## src/rtl/simon_sequencer_pkg.sv

```systemverilog
// simon_sequencer_pkg: shared widths, tile codes, FSM state encoding and helpers for the Simon sequencer
package simon_sequencer_pkg;
  localparam int TILE_W  = 2;
  localparam int LEVEL_W = 5;
  localparam logic [TILE_W-1:0] T0 = 2'd0;
  localparam logic [TILE_W-1:0] T1 = 2'd1;
  localparam logic [TILE_W-1:0] T2 = 2'd2;
  localparam logic [TILE_W-1:0] T3 = 2'd3;
  typedef enum logic [3:0] {
    S_IDLE, S_CLEAR, S_EXTEND,
    S_PB_FLASH, S_PB_HOLD, S_PB_RESTORE, S_PB_GAP,
    S_INPUT, S_IN_FLASH, S_IN_RESTORE, S_CHECK,
    S_WIN, S_LOSE
  } state_e;
  function automatic logic is_draw(state_e s);
    return s inside {S_PB_FLASH, S_PB_RESTORE, S_IN_FLASH, S_IN_RESTORE};
  endfunction
  function automatic int unsigned max3(int unsigned a, int unsigned b, int unsigned c);
    return a > b ? (a > c ? a : c) : (b > c ? b : c);
  endfunction
endpackage

```

## src/rtl/simon_sequencer_timer.sv

```systemverilog
// simon_sequencer_timer: loadable down-counter that parks at zero; shared by hold, gap and input timeout
module simon_sequencer_timer #(
  parameter int W = 8
) (
  input  logic         clock,
  input  logic         resetn,
  input  logic [W-1:0] load_val_i,
  input  logic         load_i,
  input  logic         en_i,
  output logic         zero_o
);
  logic [W-1:0] cnt_q, cnt_d;
  // load has priority; counting stops at zero
  always_comb cnt_d = load_i ? load_val_i : (en_i && cnt_q != '0) ? cnt_q - W'(1) : cnt_q;
  // count register
  always_ff @(posedge clock or negedge resetn)
    if (!resetn) cnt_q <= '0;
    else cnt_q <= cnt_d;
  assign zero_o = cnt_q == '0;
endmodule

```

## src/rtl/simon_sequencer.sv

```systemverilog
// simon_sequencer: Simon game scheduler issuing flash/restore draw jobs; SIMON_TIMEOUT_EN adds an input timeout
module simon_sequencer
  import simon_sequencer_pkg::*;
#(
  parameter int unsigned MAX_LEN        = 16,
  parameter int unsigned FLASH_CYCLES   = 12_500_000,
  parameter int unsigned GAP_CYCLES     = 6_250_000,
  parameter int unsigned TIMEOUT_CYCLES = 100_000_000
) (
  input  logic               clock,
  input  logic               resetn,
  input  logic               start,
  input  logic [TILE_W-1:0]  rnd_tile,
  input  logic               key_valid,
  input  logic [TILE_W-1:0]  key_tile,
  output logic               draw_req,
  output logic [TILE_W-1:0]  draw_tile,
  output logic               draw_flash,
  input  logic               draw_done,
  output logic [LEVEL_W-1:0] level,
  output logic               busy,
  output logic               win,
  output logic               game_over
);
`ifdef SIMON_TIMEOUT_EN
  localparam bit TIMEOUT_EN = 1'b1;
`else
  localparam bit TIMEOUT_EN = 1'b0;
`endif
  localparam int IDX_W = MAX_LEN > 1 ? $clog2(MAX_LEN) : 1;
  localparam int CNT_W = $clog2(max3(FLASH_CYCLES, GAP_CYCLES, TIMEOUT_EN ? TIMEOUT_CYCLES : 1) + 1);
  state_e              state_q, state_d;
  logic [LEVEL_W-1:0]  level_q, level_d, idx_q, idx_d;
  logic [TILE_W-1:0]   key_q, key_d, cur_tile;
  logic [TILE_W-1:0]   mem_q [MAX_LEN];
  logic                req_q, req_d, mem_we, done_ok, last;
  logic                tmr_load, tmr_en, tmr_zero;
  logic [CNT_W-1:0]    tmr_val;
  assign cur_tile = mem_q[idx_q[IDX_W-1:0]];
  assign last     = idx_q == level_q - LEVEL_W'(1);
  assign done_ok  = req_q && draw_done;
  // next-state and datapath updates
  always_comb begin
    state_d = state_q;
    level_d = level_q;
    idx_d   = idx_q;
    key_d   = key_q;
    mem_we  = 1'b0;
    case (state_q)
      S_IDLE, S_WIN, S_LOSE: state_d = start ? S_CLEAR : state_q;
      S_CLEAR: begin
        level_d = '0;
        state_d = S_EXTEND;
      end
      S_EXTEND: begin
        mem_we  = 1'b1;
        level_d = level_q + LEVEL_W'(1);
        idx_d   = '0;
        state_d = S_PB_FLASH;
      end
      S_PB_FLASH:   state_d = done_ok ? S_PB_HOLD : state_q;
      S_PB_HOLD:    state_d = tmr_zero ? S_PB_RESTORE : state_q;
      S_PB_RESTORE: state_d = done_ok ? S_PB_GAP : state_q;
      S_PB_GAP: if (tmr_zero) begin
        state_d = last ? S_INPUT : S_PB_FLASH;
        idx_d   = last ? '0 : idx_q + LEVEL_W'(1);
      end
      S_INPUT: if (key_valid) begin
        key_d   = key_tile;
        state_d = S_IN_FLASH;
      end else if (TIMEOUT_EN && tmr_zero) state_d = S_LOSE;
      S_IN_FLASH:   state_d = done_ok ? S_IN_RESTORE : state_q;
      S_IN_RESTORE: state_d = done_ok ? S_CHECK : state_q;
      S_CHECK: begin
        state_d = key_q != cur_tile ? S_LOSE : !last ? S_INPUT : level_q == LEVEL_W'(MAX_LEN) ? S_WIN : S_EXTEND;
        idx_d   = (key_q == cur_tile && !last) ? idx_q + LEVEL_W'(1) : idx_q;
      end
      default: state_d = S_IDLE;
    endcase
  end
  // a job that just completed always drops req for a cycle, so consecutive jobs are separated
  assign req_d    = is_draw(state_d) && !done_ok;
  assign tmr_load = state_d != state_q &&
                    (state_d == S_PB_HOLD || state_d == S_PB_GAP || (TIMEOUT_EN && state_d == S_INPUT));
  assign tmr_en   = state_q == S_PB_HOLD || state_q == S_PB_GAP || (TIMEOUT_EN && state_q == S_INPUT);
  assign tmr_val  = state_d == S_PB_GAP ? CNT_W'(GAP_CYCLES - 1) :
                    (TIMEOUT_EN && state_d == S_INPUT) ? CNT_W'(TIMEOUT_CYCLES - 1) : CNT_W'(FLASH_CYCLES - 1);
  simon_sequencer_timer #(.W(CNT_W)) u_timer (
    .clock     (clock),
    .resetn    (resetn),
    .load_val_i(tmr_val),
    .load_i    (tmr_load),
    .en_i      (tmr_en),
    .zero_o    (tmr_zero)
  );
  // state, level, index, latched key and request registers
  always_ff @(posedge clock or negedge resetn)
    if (!resetn) begin
      state_q <= S_IDLE;
      level_q <= '0;
      idx_q   <= '0;
      key_q   <= '0;
      req_q   <= 1'b0;
    end else begin
      state_q <= state_d;
      level_q <= level_d;
      idx_q   <= idx_d;
      key_q   <= key_d;
      req_q   <= req_d;
    end
  // pattern memory keeps its contents across reset
  always_ff @(posedge clock)
    if (mem_we) mem_q[level_q[IDX_W-1:0]] <= rnd_tile;
  assign draw_req   = req_q;
  assign draw_tile  = (state_q == S_PB_FLASH || state_q == S_PB_RESTORE) ? cur_tile :
                      (state_q == S_IN_FLASH || state_q == S_IN_RESTORE) ? key_q : T0;
  assign draw_flash = state_q == S_PB_FLASH || state_q == S_IN_FLASH;
  assign level      = level_q;
  assign busy       = !(state_q inside {S_IDLE, S_INPUT, S_WIN, S_LOSE});
  assign win        = state_q == S_WIN;
  assign game_over  = state_q == S_LOSE;
endmodule

```

## config.mk

```make
export PLATFORM = sky130hd
export DESIGN_NAME = simon_sequencer
export DESIGN_NICKNAME = d
export VERILOG_FILES = /design/src/rtl/simon_sequencer_pkg.sv /design/src/rtl/simon_sequencer_timer.sv /design/src/rtl/simon_sequencer.sv
export SDC_FILE = /design/constraint.sdc
export NUM_CORES = 1
export LEC_CHECK = 0
export BUFFER_PORTS_ARGS = -buffer_cell sky130_fd_sc_hd__buf_2
export CAP_MARGIN = 30
export CORE_MARGIN = 2
export CORE_UTILIZATION = 48
export DETAILED_ROUTE_END_ITERATION = 8
export MAX_ROUTING_LAYER = met4
export PLACE_DENSITY_LB_ADDON = 0.3
export SLEW_MARGIN = 20
export SYNTH_ARGS = -nofsm -noshare
export SYNTH_HDL_FRONTEND = slang
export SYNTH_SLANG_ARGS = --single-unit
```

## constraint.sdc

```tcl
create_clock -name clock -period 5.5 [get_ports clock]
set_input_delay 0.275 -clock clock [delete_from_list [all_inputs] [get_ports clock]]
set_output_delay 0.275 -clock clock [all_outputs]
set_load 0.1 [all_outputs]
```

# After elaboration in Yosys (flattened, before gate mapping)

Memory sizes are Yosys's and may differ from the RTL's.
Index checks and enable logic that the tools add are counted.
Widths: inputs -> output; s select.

Memories kept: 1
Input port bits: 9
Bits in writable memories: 32
Flip-flop bits (word level): 41
Word-level logic and storage cells: 86
Output and inout port bits: 12

Memories:

| name  | words | bits a word | read ports | clocked after memory_dff | wr ports | RTL line              | text |
|---|---|---|---|---|---|---|---|
| mem_q | 16    | 2           | 1          | 0                        | 1        | simon_sequencer.sv:35 | `logic [TILE_W-1:0] mem_q [MAX_LEN];` |

Equality and inequality tests: 25
Reductions and logical operators: 24
Add/subtract/negate cells: 4
Multiplexer cells: 26

Operators with widths:

| operator              | number |
|---|---|
| $mux 24               | 3 |
| $mux 4                | 11 |
| $pmux 4 s11           | 1 |
| $eq 4x3->1 const B    | 7 |
| $eq 4x4->1 const B    | 7 |
| $logic_not 24->1      | 1 |
| $reduce_bool 24->1    | 1 |
| $sub 24x1->24 const B | 1 |
| $mux 5                | 3 |
| $pmux 5 s3            | 1 |
| $eq 4x2->1 const B    | 3 |
| $add 5x1->5 const B   | 2 |
| $pmux 5 s2            | 1 |
| $reduce_bool 4->1     | 2 |
| $eq 5x5->1            | 1 |
| $eq 5x5->1 const B    | 1 |
| $logic_and 1x1->1     | 5 |
| $logic_or 1x1->1      | 5 |
| $sub 5x1->5 const B   | 1 |
| $eq 4x1->1 const B    | 1 |
| $logic_not 4->1       | 1 |
| $mux 2                | 2 |
| $ne 2x2->1 const B    | 2 |
| $ne 4x4->1            | 1 |
| other kinds (10)      | 15 |

# Longest topological paths before layout

Gate-level depths: netlist of run 1.

Depth in word-level cells: 9
Depth in mapped cells: 10
Depth with buffers taken out: 9

# Cells and area by module

Synthesis of run 1 repeated with hierarchy kept, for this count alone.

Cells, all modules: 430
Area total of the unflattened synthesis: 4,504.3 µm²

By module, submodules not included:

| module                | times used | cells an instance | area each (µm²) |
|---|---|---|---|
| simon_sequencer       | 1          | 263               | 2,930.3 |
| simon_sequencer_timer | 1          | 167               | 1,574.0 |

# Worst setup path after synthesis of run 1

No wires, ideal clock.

Kind: reg-to-output
From: reg state_q[2]
To: out draw_tile[0]
Stages on the path, launching flop included: 6
Data required time: 5,225 ps
Arrival: 3,466 ps
Slack: 1,759 ps
Path buffers: 2
Path through: dfrtp_1 -> clkbuf_1 -> clkbuf_1 -> xnor2_1 -> or3_1 -> o21ai_0

Longest elaborated chain between the ends: 4
Elaborated cells on any way between the ends: 8
Those cells by class: eq/ne (4); mux (2); reduce/logical (2)

RTL lines:

| item                   | RTL line               | text |
|---|---|---|
| from (decl)            | simon_sequencer.sv:32  | `state_e state_q, state_d;` |
| from (signal assigned) | simon_sequencer.sv:105 | `state_q <= state_d;` |
| $eq 4x4->1             | simon_sequencer.sv:116 | `(state_q == S_IN_FLASH \|\| state_q == S_IN_RESTORE) ? key_q : T0;` |
| $logic_or 1x1->1       | simon_sequencer.sv:116 |  |
| $mux 2                 | simon_sequencer.sv:116 |  |
| $mux 2 *               | simon_sequencer.sv:115 | `assign draw_tile = (state_q == S_PB_FLASH \|\| state_q == S_PB_RESTORE) ? cur_tile :` |
| to (decl)              | simon_sequencer.sv:17  | `output logic [TILE_W-1:0] draw_tile,` |

Mark *: on every way between the ends. The rest lies on a longest branch, timed or not.

# Worst setup path after layout of run 1

From: reg level_q[0], in the netlist level[0]
To: reg u_timer.cnt_q[22]

Longest elaborated chain between the ends: 9
Elaborated cells on any way between the ends: 17
Those cells by class: add/sub (1); eq/ne (5); mux (8); reduce/logical (3)

RTL lines:

| item                                                | RTL line                                     | text |
|---|---|---|
| from (decl)                                         | simon_sequencer.sv:33                        | `logic [LEVEL_W-1:0] level_q, level_d, idx_q, idx_d;` |
| from (signal assigned)                              | simon_sequencer.sv:106                       | `level_q <= level_d;` |
| $sub 5x1->5 / $eq 5x5->1 (equally long branches)    | simon_sequencer.sv:40, simon_sequencer.sv:75 |  |
| $eq 5x5->1 / $mux 4 (equally long branches)         | simon_sequencer.sv:40, simon_sequencer.sv:75 |  |
| $mux 4 / $mux 3 (equally long branches)             | simon_sequencer.sv:75, simon_sequencer.sv:65 |  |
| $mux 4, on equally long branches                    | simon_sequencer.sv:75, simon_sequencer.sv:64 |  |
| $pmux 4 s11 *                                       | simon_sequencer.sv:49                        | `case (state_q)` |
| $eq 4x3->1, on equally long branches                | simon_sequencer.sv:84, simon_sequencer.sv:86 |  |
| $logic_or 1x1->1                                    | simon_sequencer.sv:84                        | `(state_d == S_PB_HOLD \|\| state_d == S_PB_GAP \|\| (TIMEOUT_EN && state_d == S_INPUT));` |
| $logic_and 1x1->1                                   | simon_sequencer.sv:83                        | `assign tmr_load = state_d != state_q &&` |
| $mux 24 / $reduce_bool 2->1 (equally long branches) | n/a                                          |  |
| to (signal assigned)                                | simon_sequencer_timer.sv:18                  | `else cnt_q <= cnt_d;` |
| to (decl)                                           | simon_sequencer_timer.sv:12                  | `logic [W-1:0] cnt_q, cnt_d;` |

Marks and branches as above.
A chain may end at the register's enable or synchronous reset.

==> summary.md, run 1 <==
| Metric | Value |
|---|---|
| Outcome | `completed` |
| Post-Syn Area | `4230 µm²` |
| Ys async rst share | `0.562` |
| List of most frequent post-synthesis cells | `52 x nand2_1, 44 x nor2_1, 41 x dfrtp_1, 32 x edfxtp_1, 24 x o21ai_0` |
| Reg-to-reg endpoint | `u_timer.cnt_q[22]$_DFFE_PN0P_` |
| GRT Residual Overflow | `0` |
| Hold Violations, Final | `0` |
| H-tree Lvls | `3` |
| Layout cells sized above 1 | `0.143` |
| Xor/xnor share of the synthesized area | `0.0435` |
| Worst setup margin | `approximately 2.2 ns` |
| HP Start | `key_tile[0]` |
| Cell row count | `34` |
| First-pass DRT Iterations | `5` |
| Initial antenna violation count | `0` |
| Vias in the first global route | `approximately 3100` |
| Top post-synthesis cells by area | `dfrtp_1 24%, edfxtp_1 23%, nand2_1 4.6%` |
| Syn Inst Count | `roughly 420` |
| # DRC | `0` |
| Max-slew headroom | `0.355` |
| Clock slew at reported path FFs | `0.09 ns` |
| Slew of the pin with the lowest slew margin | `around 0.96 ns` |
| CTS sink count | `73` |
| Vias per cell | `5.91` |
| P_leak | `1.77 nW` |
| Mux cell area share after synthesis | `0.0613` |
| Fin crit share | `0.604` |
| Final min period | `3.32 ns` |
| Peak supply drop | `0.239 mV` |
| Nets | `452` |
| Post-DP HPWL | `6410 µm` |
| Hold_buf cts | `0` |
| Critical path required time | `5.76 ns` |
| Part of the Yosys area used for sequential elements | `0.470` |
| Per-cell routed wire length | `16.7 µm` |
| RSZ-0062 raised after global routing | `no` |
| Final setup viols | `0` |
| Skew final | `0.0132 ns` |
| Reg2reg path depth | `9` |
| CP Data Arrival Time | `3.58 ns` |
| Clock Latency Late Sink | `0.35 ns` |
| Worst r2r src | `level[0]$_DFFE_PN0P_` |
| Fin util | `0.534` |
| DP Cell Count | `around 530` |
| Compound-cell area share of the yosys netlist | `0.143` |
| Total power draw | `2.31 mW` |
| Avg Cell Area, Syn | `10.0 µm²` |
| TritonCTS Buffers | `9` |
| Largest net degree at the start of global routing | `42` |
| Hold EP | `key_q[0]$_DFFE_PN0P_` |
| FF-to-FF setup slack | `approximately 2.2 ns` |
| Yosys reg bits | `73` |
| Top FF cell, synth | `dfrtp_1` |
| Setup bufs post-CTS | `0` |
| Critical path class | `reg -> reg` |
| Final ANT Viol Nets | `0` |
| Largest family of logic cells by synthesized area | `simple AND/OR/NAND/NOR gates` |
| Crit end category | `flop` |
| Number of max-cap violations | `0` |
| Clock Path Buffers | `2` |
| CTS tree | `yes` |
| GP Congestion | `0.915` |
| Buffers on Ports | `20` |
| Hold path depth | `2` |
| Most common cell in the synthesized netlist | `nand2_1` |
| Final Max Tran Viols | `0` |
| Area grow syn2layout | `9.15%` |
| Hold crit path type | `in -> reg` |
| Post-synth EDFFs | `32` |
| Core area | `8640 µm²` |
| P per Cell Area | `502 nW/µm²` |
| Max FO, Critical Path | `17` |
| Share of the synthesized area in the top cell type | `0.243` |
| Die extent in x | `97.8 µm` |
| Setup Total Neg Slack | `0 ns` |
| Global-route wire length before repair | `15700 µm` |
| Max frequency | `301 MHz` |
| Syn nets | `438` |
| DIE AREA | `between 9000 and 10000 µm²` |
| DRT iter0 DRCs | `approximately 160` |
| Adder-Cell Fraction of Synth Area | `0.0207` |
| Synth warn | `0` |
| Detailed Route WL | `9190 µm` |
| Initial Utilization | `0.489` |
| N_diodes | `0` |
| Fin cells | `549` |
| Ports | `21` |
| Setup WS pre-CTS | `2.18 ns` |
| Netlist cell types | `69` |
| Die height | `around 100 µm` |
| Via count | `3242` |
| Largest area contributor in the netlist | `dfrtp_1` |
| GRT Total Usage | `0.208` |
| CP startpoint kind | `flop` |
| Simple logic cell fraction of the synthesized area | `0.228` |
| Root Driver | `clkbuf_8` |
| Resized cells post-CTS | `0` |
## cells by family (layout without fill, tap and decap cells)
group,Yosys count,after routing
fa+ha+maj,7,7
compound gates,88,88
mux,19,19
flops,73,73
simple gates,185,185
buf+inv,29,48
xor+xnor,21,21
## area by class of cell
class | instances | area [µm²]
multi-input cells | 320 | 2100
flip-flops and latches | 73 | 1990
clock buffers | 9 | 124
clock inverters | 7 | 101
inverters | 10 | 37.5
repair buffers | 22 | 130
fillers | 785 | 4020
well taps | 108 | 135
## state kept, by name (all words and copies together) (netlist names)
name,cells
draw_req,1
idx_q,5
key_q,2
level,5
mem_q,32
state_q,4
u_timer.cnt_q,24
## stage by stage
stage               hold WS, ns  instance area, µm²
detailed placement        0.483                4360
global placement          0.465                4360
finish                    0.154                4610
CTS                      0.0947                4580
floorplan               -0.0206                4230
global route              0.149                4610
## worst max path at each step
stage	slack (ns)	start	cells after the start	end
after floorplan	1.76	state_q[2]$_DFF_PN0_	5	draw_tile[0]
after global routing	1.88	level[0]$_DFFE_PN0P_	9	u_timer.cnt_q[14]$_DFFE_PN0P_
after detailed placement	2.18	level[0]$_DFFE_PN0P_	9	u_timer.cnt_q[14]$_DFFE_PN0P_
after CTS	2.12	level[0]$_DFFE_PN0P_	9	u_timer.cnt_q[22]$_DFFE_PN0P_
final	2.18	level[0]$_DFFE_PN0P_	9	u_timer.cnt_q[22]$_DFFE_PN0P_
after global placement	2.36	level[0]$_DFFE_PN0P_	9	u_timer.cnt_q[5]$_DFFE_PN0P_
## routing by layer
metal / vias up / track usage / wire length (µm)
met1: 1568 / 0.292 / 4340
li1: 1582 / - / -
met4: 0 / 0.0641 / 106
met2: 83 / 0.309 / 4230
met3: 9 / 0.0372 / 509
met5: - / - / 0
## worst max-delay path, cell delays in order, from the launching register on
cell,delay (ns)
dfrtp_1,0.49
inv_1,0.11
ha_1,0.28
o21ba_1,0.18
a221oi_1,0.32
o2111ai_2,0.26
o221ai_1,0.39
nand4_1,0.45
nand2b_2,0.50
o221ai_1,0.24
## power by group
group	internal [mW]	switching, mW
registers	0.653	0.171
clock network	0.261	0.226
logic	0.328	0.675
total	1.24	1.07
## layout by cell type, fill, tap and decap left out, types with 3 or more instances in the layout
cell / instances
nand2_1: 52
and2_1: 7
mux4_2: 4
nand4_1: 10
nor3_1: 15
clkbuf_8: 9
or3_1: 5
dfrtp_1: 41
inv_1: 10
nand3_1: 10
nor4_1: 3
ha_1: 7
o31ai_1: 10
a21oi_1: 15
xor2_1: 10
buf_2: 20
xnor2_1: 11
mux2_2: 11
o221ai_1: 4
nor2_1: 44
a21o_1: 3
nand2b_1: 12
and3_1: 5
o21a_1: 5
nor3b_1: 3
mux2i_1: 3
edfxtp_1: 32
o21ai_0: 24
(Power assumes the default switching activity.)
==> run 2, diff against run 1 <==
--- a/config.mk
+++ b/config.mk
@@ -5,6 +5,7 @@
 export SDC_FILE = /design/constraint.sdc
 export NUM_CORES = 1
 export LEC_CHECK = 0
+export ABC_AREA = 1
 export BUFFER_PORTS_ARGS = -buffer_cell sky130_fd_sc_hd__buf_2
 export CAP_MARGIN = 30
 export CORE_MARGIN = 2
==> constraint.sdc (replaced) <==
create_clock -name clock -period 3.2 [get_ports clock]
set_input_delay 0.16 -clock clock [delete_from_list [all_inputs] [get_ports clock]]
set_output_delay 0.16 -clock clock [all_outputs]
set_load 0.1 [all_outputs]
==> run 2 against run 1 <==
  * Combinational power increased by 120%
  * Clock skew down 0.00085 ns
  * Maximum frequency is 16% higher
  * Via count up 5.9%
  * Sequential share of layout area down 0.56 points
  * Count of clock-buffer cells in the layout is 1 higher
  * Critical path type unchanged
==> summary.md, run 2 <==
| Metric | Value |
|---|---|
| Outcome | `completed` |
| Top post-synthesis cells by area | `dfrtp_1 24%, edfxtp_1 23%, nand2_1 11%` |
| Per-cell routed wire length | `14.2 µm` |
| Part of the Yosys area used for sequential elements | `0.466` |
| Commonest non-fill, non-tap cells in the layout | `125 x nand2_1, 66 x nor2_1, 65 x inv_1` |
| Max-slew headroom | `0.630` |
| Final setup viols | `0` |
| Combinational power share | `0.513` |
| Avg Cell Area, Syn | `8.24 µm²` |
| Ports | `21` |
| TritonCTS Buffers | `9` |
| Switch Pwr | `2.16 mW` |
| Most common cell in the synthesized netlist | `nand2_1` |
| Critical path depth | `14` |
| Reg2reg path depth | `14` |
| DIE AREA | `9650 µm²` |
| Die extent in x | `just under 100 µm` |
| Number of max-cap violations | `0` |
| Yosys reg bits | `between 70 and 80` |
| Die height | `98.2 µm` |
| Area grow syn2layout | `9.69%` |
| Clock slew at reported path FFs | `0.08 ns` |
| Fillers | `832` |
| Syn nets | `533` |
| Sequential Area | `1990 µm²` |
| Synth warn | `0` |
| Clock Path Buffers | `2` |
| Critical path's slowest cell | `dfrtp_1` |
| Critical Path End | `u_timer.cnt_q[7]$_DFFE_PN0P_` |
| GP Congestion | `0.917` |
| Root Driver | `clkbuf_8` |
| Cell row count | `34` |
| Worst stage delay on the critical path | `0.48 ns` |
| P per Cell Area | `933 nW/µm²` |
| Setup Total Neg Slack | `0 ns` |
| CP startpoint kind | `flop` |
| Detailed Route WL | `9310 µm` |
| CTS tree | `yes` |
| Nets | `559` |
| Fin util | `0.539` |
| Final Max Tran Viols | `0` |
| First-pass DRT Iterations | `4` |
| RSZ-0062 raised after global routing | `no` |
| Post-Syn Area | `4260 µm²` |
| Max FO, Critical Path | `17` |
| CTS sink count | `73` |
| GRT Residual Overflow | `0` |
| Vias in the first global route | `3382` |
| Max frequency | `roughly 350 MHz` |
| CP Data Arrival Time | `~3.1 ns` |
| Critical path class | `reg -> reg` |
| Final ANT Viol Nets | `0` |
| Worst r2r src | `level[0]$_DFFE_PN0P_` |
| # DRC | `0` |
| Buf/Inv on CP | `2` |
| Clock Latency Late Sink | `0.35 ns` |
| List of most frequent post-synthesis cells | `125 x nand2_1, 66 x nor2_1, 65 x inv_1, 41 x dfrtp_1, 41 x nand3_1` |
| GRT Total Usage | `0.212` |
| Largest net degree at the start of global routing | `42` |
| Family with the most delay on the worst path | `simple AND/OR/NAND/NOR gates` |
| Largest area contributor in the netlist | `dfrtp_1` |
| Hold crit path type | `in -> reg` |
| Skew final | `around 0.012 ns` |
| Hold Violations, Final | `0` |
| DRT iter0 DRCs | `~230` |
| Final min period | `2.87 ns` |
| P_leak | `2.12 nW` |
| Buffers on Ports | `20` |
| Seq pwr share | `0.309` |
| H-tree Lvls | `3` |
| Switching share of power | `0.495` |
| Critical path required time | `3.44 ns` |
| Worst path cell trace | `inv_1, ha_1, xnor2_1, xor2_1, nor2_1, nand2_2, clkinv_2, nand2_1, nand3_4, a21oi_4, nand2_2, nor2_4, nand2_4, and3b_1` |
| Critical path startpoint | `level[0]$_DFFE_PN0P_` |
| Peak supply drop | `0.368 mV` |
| Initial Utilization | `0.491` |
| Ys async rst share | `0.562` |
| Initial antenna violation count | `0` |
| Post-DP HPWL | `just under 7000 µm` |
| Crit end category | `flop` |
| Top FF cell, synth | `dfrtp_1` |
| N_diodes | `0` |
| Layout cells sized above 1 | `0.146` |
| Fin crit share | `0.898` |
| Slew of the pin with the lowest slew margin | `0.555 ns` |
| Via count | `3433` |
| Netlist cell types | `50` |
| Most common cell after layout, fill and taps aside | `nand2_1` |
| Global-route wire length before repair | `~16000 µm` |
| Syn Inst Count | `517` |
| Vias per cell | `5.24` |
| Resized cells post-CTS | `0` |
| Post-synth EDFFs | `32` |
| Reg-to-reg endpoint | `u_timer.cnt_q[7]$_DFFE_PN0P_` |
| FF-to-FF setup slack | `0.33 ns` |
| Share of the synthesized area in the top cell type | `0.241` |
| Area of the multi-input gates | `1890 µm²` |
| Max FFs per register | `32` |
| Crit path top cell by count | `nand2_2` |
| Cell-internal power | `between 2 and 2.5 mW` |
| Clock share of power | `0.178` |
| Core area | `a little under 9000 µm²` |
-- run 2: worst reg2reg max path, stage by stage (launching register included) --
cell and delay (ns):
dfrtp_1 0.48, inv_1 0.17, ha_1 0.29, xnor2_1 0.23, xor2_1 0.17, nor2_1 0.07, nand2_2 0.10, clkinv_2 0.09
nand2_1 0.10, nand3_4 0.09, a21oi_4 0.17, nand2_2 0.08, nor2_4 0.32, nand2_4 0.21, and3b_1 0.22
-- run 2: cell families after synthesis --
kind of cell / Yosys count / share of synthesized area
DFF: 73 / 0.466
buffers and inverters: 86 / 0.0895
xor gates and xnor gates: 22 / 0.0452
AOI/OAI and AO/OA: 49 / 0.0757
and+or+nand+nor: 280 / 0.303
adders and majority gates: 7 / 0.0206
-- run 2: layout make-up --
cell class | instances | share of cell area
flip-flops and latches | 73 | 0.425
multi-input cells | 358 | 0.405
inverters | 77 | 0.0637
repair buffers | 24 | 0.0327
well taps | 108 | 0.0289
clock buffers | 10 | 0.0273
clock inverters | 5 | 0.0174
-- run 2: layer usage --
| metal | up-vias | global-route usage | routed length, µm |
|---|---|---|---|
| met5 | - | - | 0 |
| met1 | 1623 | 0.310 | 4630 |
| li1 | 1722 | - | - |
| met4 | 0 | 0.0601 | 108 |
| met3 | 10 | 0.0415 | 473 |
| met2 | 78 | 0.301 | 4100 |
-- run 2: power by group through the flow --
stage	sequential [mW]	combinational (mW)	clock (mW)
CTS	1.35	2.23	0.792
global route	1.38	2.46	0.830
global placement	1.36	2.20	0
detailed placement	1.36	2.22	0
finish	1.35	2.24	0.777
floorplan	1.47	1.73	0
-- run 2: worst min-delay path by stage --
stage / startpoint / end / slack (ns) / cells past startpoint
global placement: resetn / state_q[1]$_DFF_PN0_ / 0.36 / 1
detailed placement: resetn / u_timer.cnt_q[17]$_DFFE_PN0P_ / 0.37 / 1
global route: key_tile[0] / key_q[0]$_DFFE_PN0P_ / 0.06 / 3
floorplan: resetn / draw_req$_DFF_PN0_ / -0.14 / 0
CTS: key_tile[0] / key_q[0]$_DFFE_PN0P_ / 0.05 / 3
finish: key_tile[0] / key_q[0]$_DFFE_PN0P_ / 0.07 / 3
-- run 2: through the flow --
| stage | worst slack, ns | instance area, µm² | power (mW) | cells | hold slack, ns |
|---|---|---|---|---|---|
| after floorplan | 0.0731 | 4260 | 3.20 | 517 | -0.136 |
| after global placement | 0.418 | 4430 | 3.56 | 638 | 0.360 |
| after detailed placement | 0.357 | 4430 | 3.58 | 638 | 0.365 |
| after CTS | 0.315 | 4650 | 4.37 | 654 | 0.0498 |
| after global routing | 0.0579 | 4670 | 4.67 | 655 | 0.0638 |
| final | 0.325 | 4670 | 4.36 | 655 | 0.0688 |
-- run 2: repair_timing --
| action | 4_1_cts | 5_1_grt |
|---|---|---|
| setup buffers | 0 | 0 |
| hold endpoints to repair | 41 | 0 |
| hold buffers | 1 | 0 |
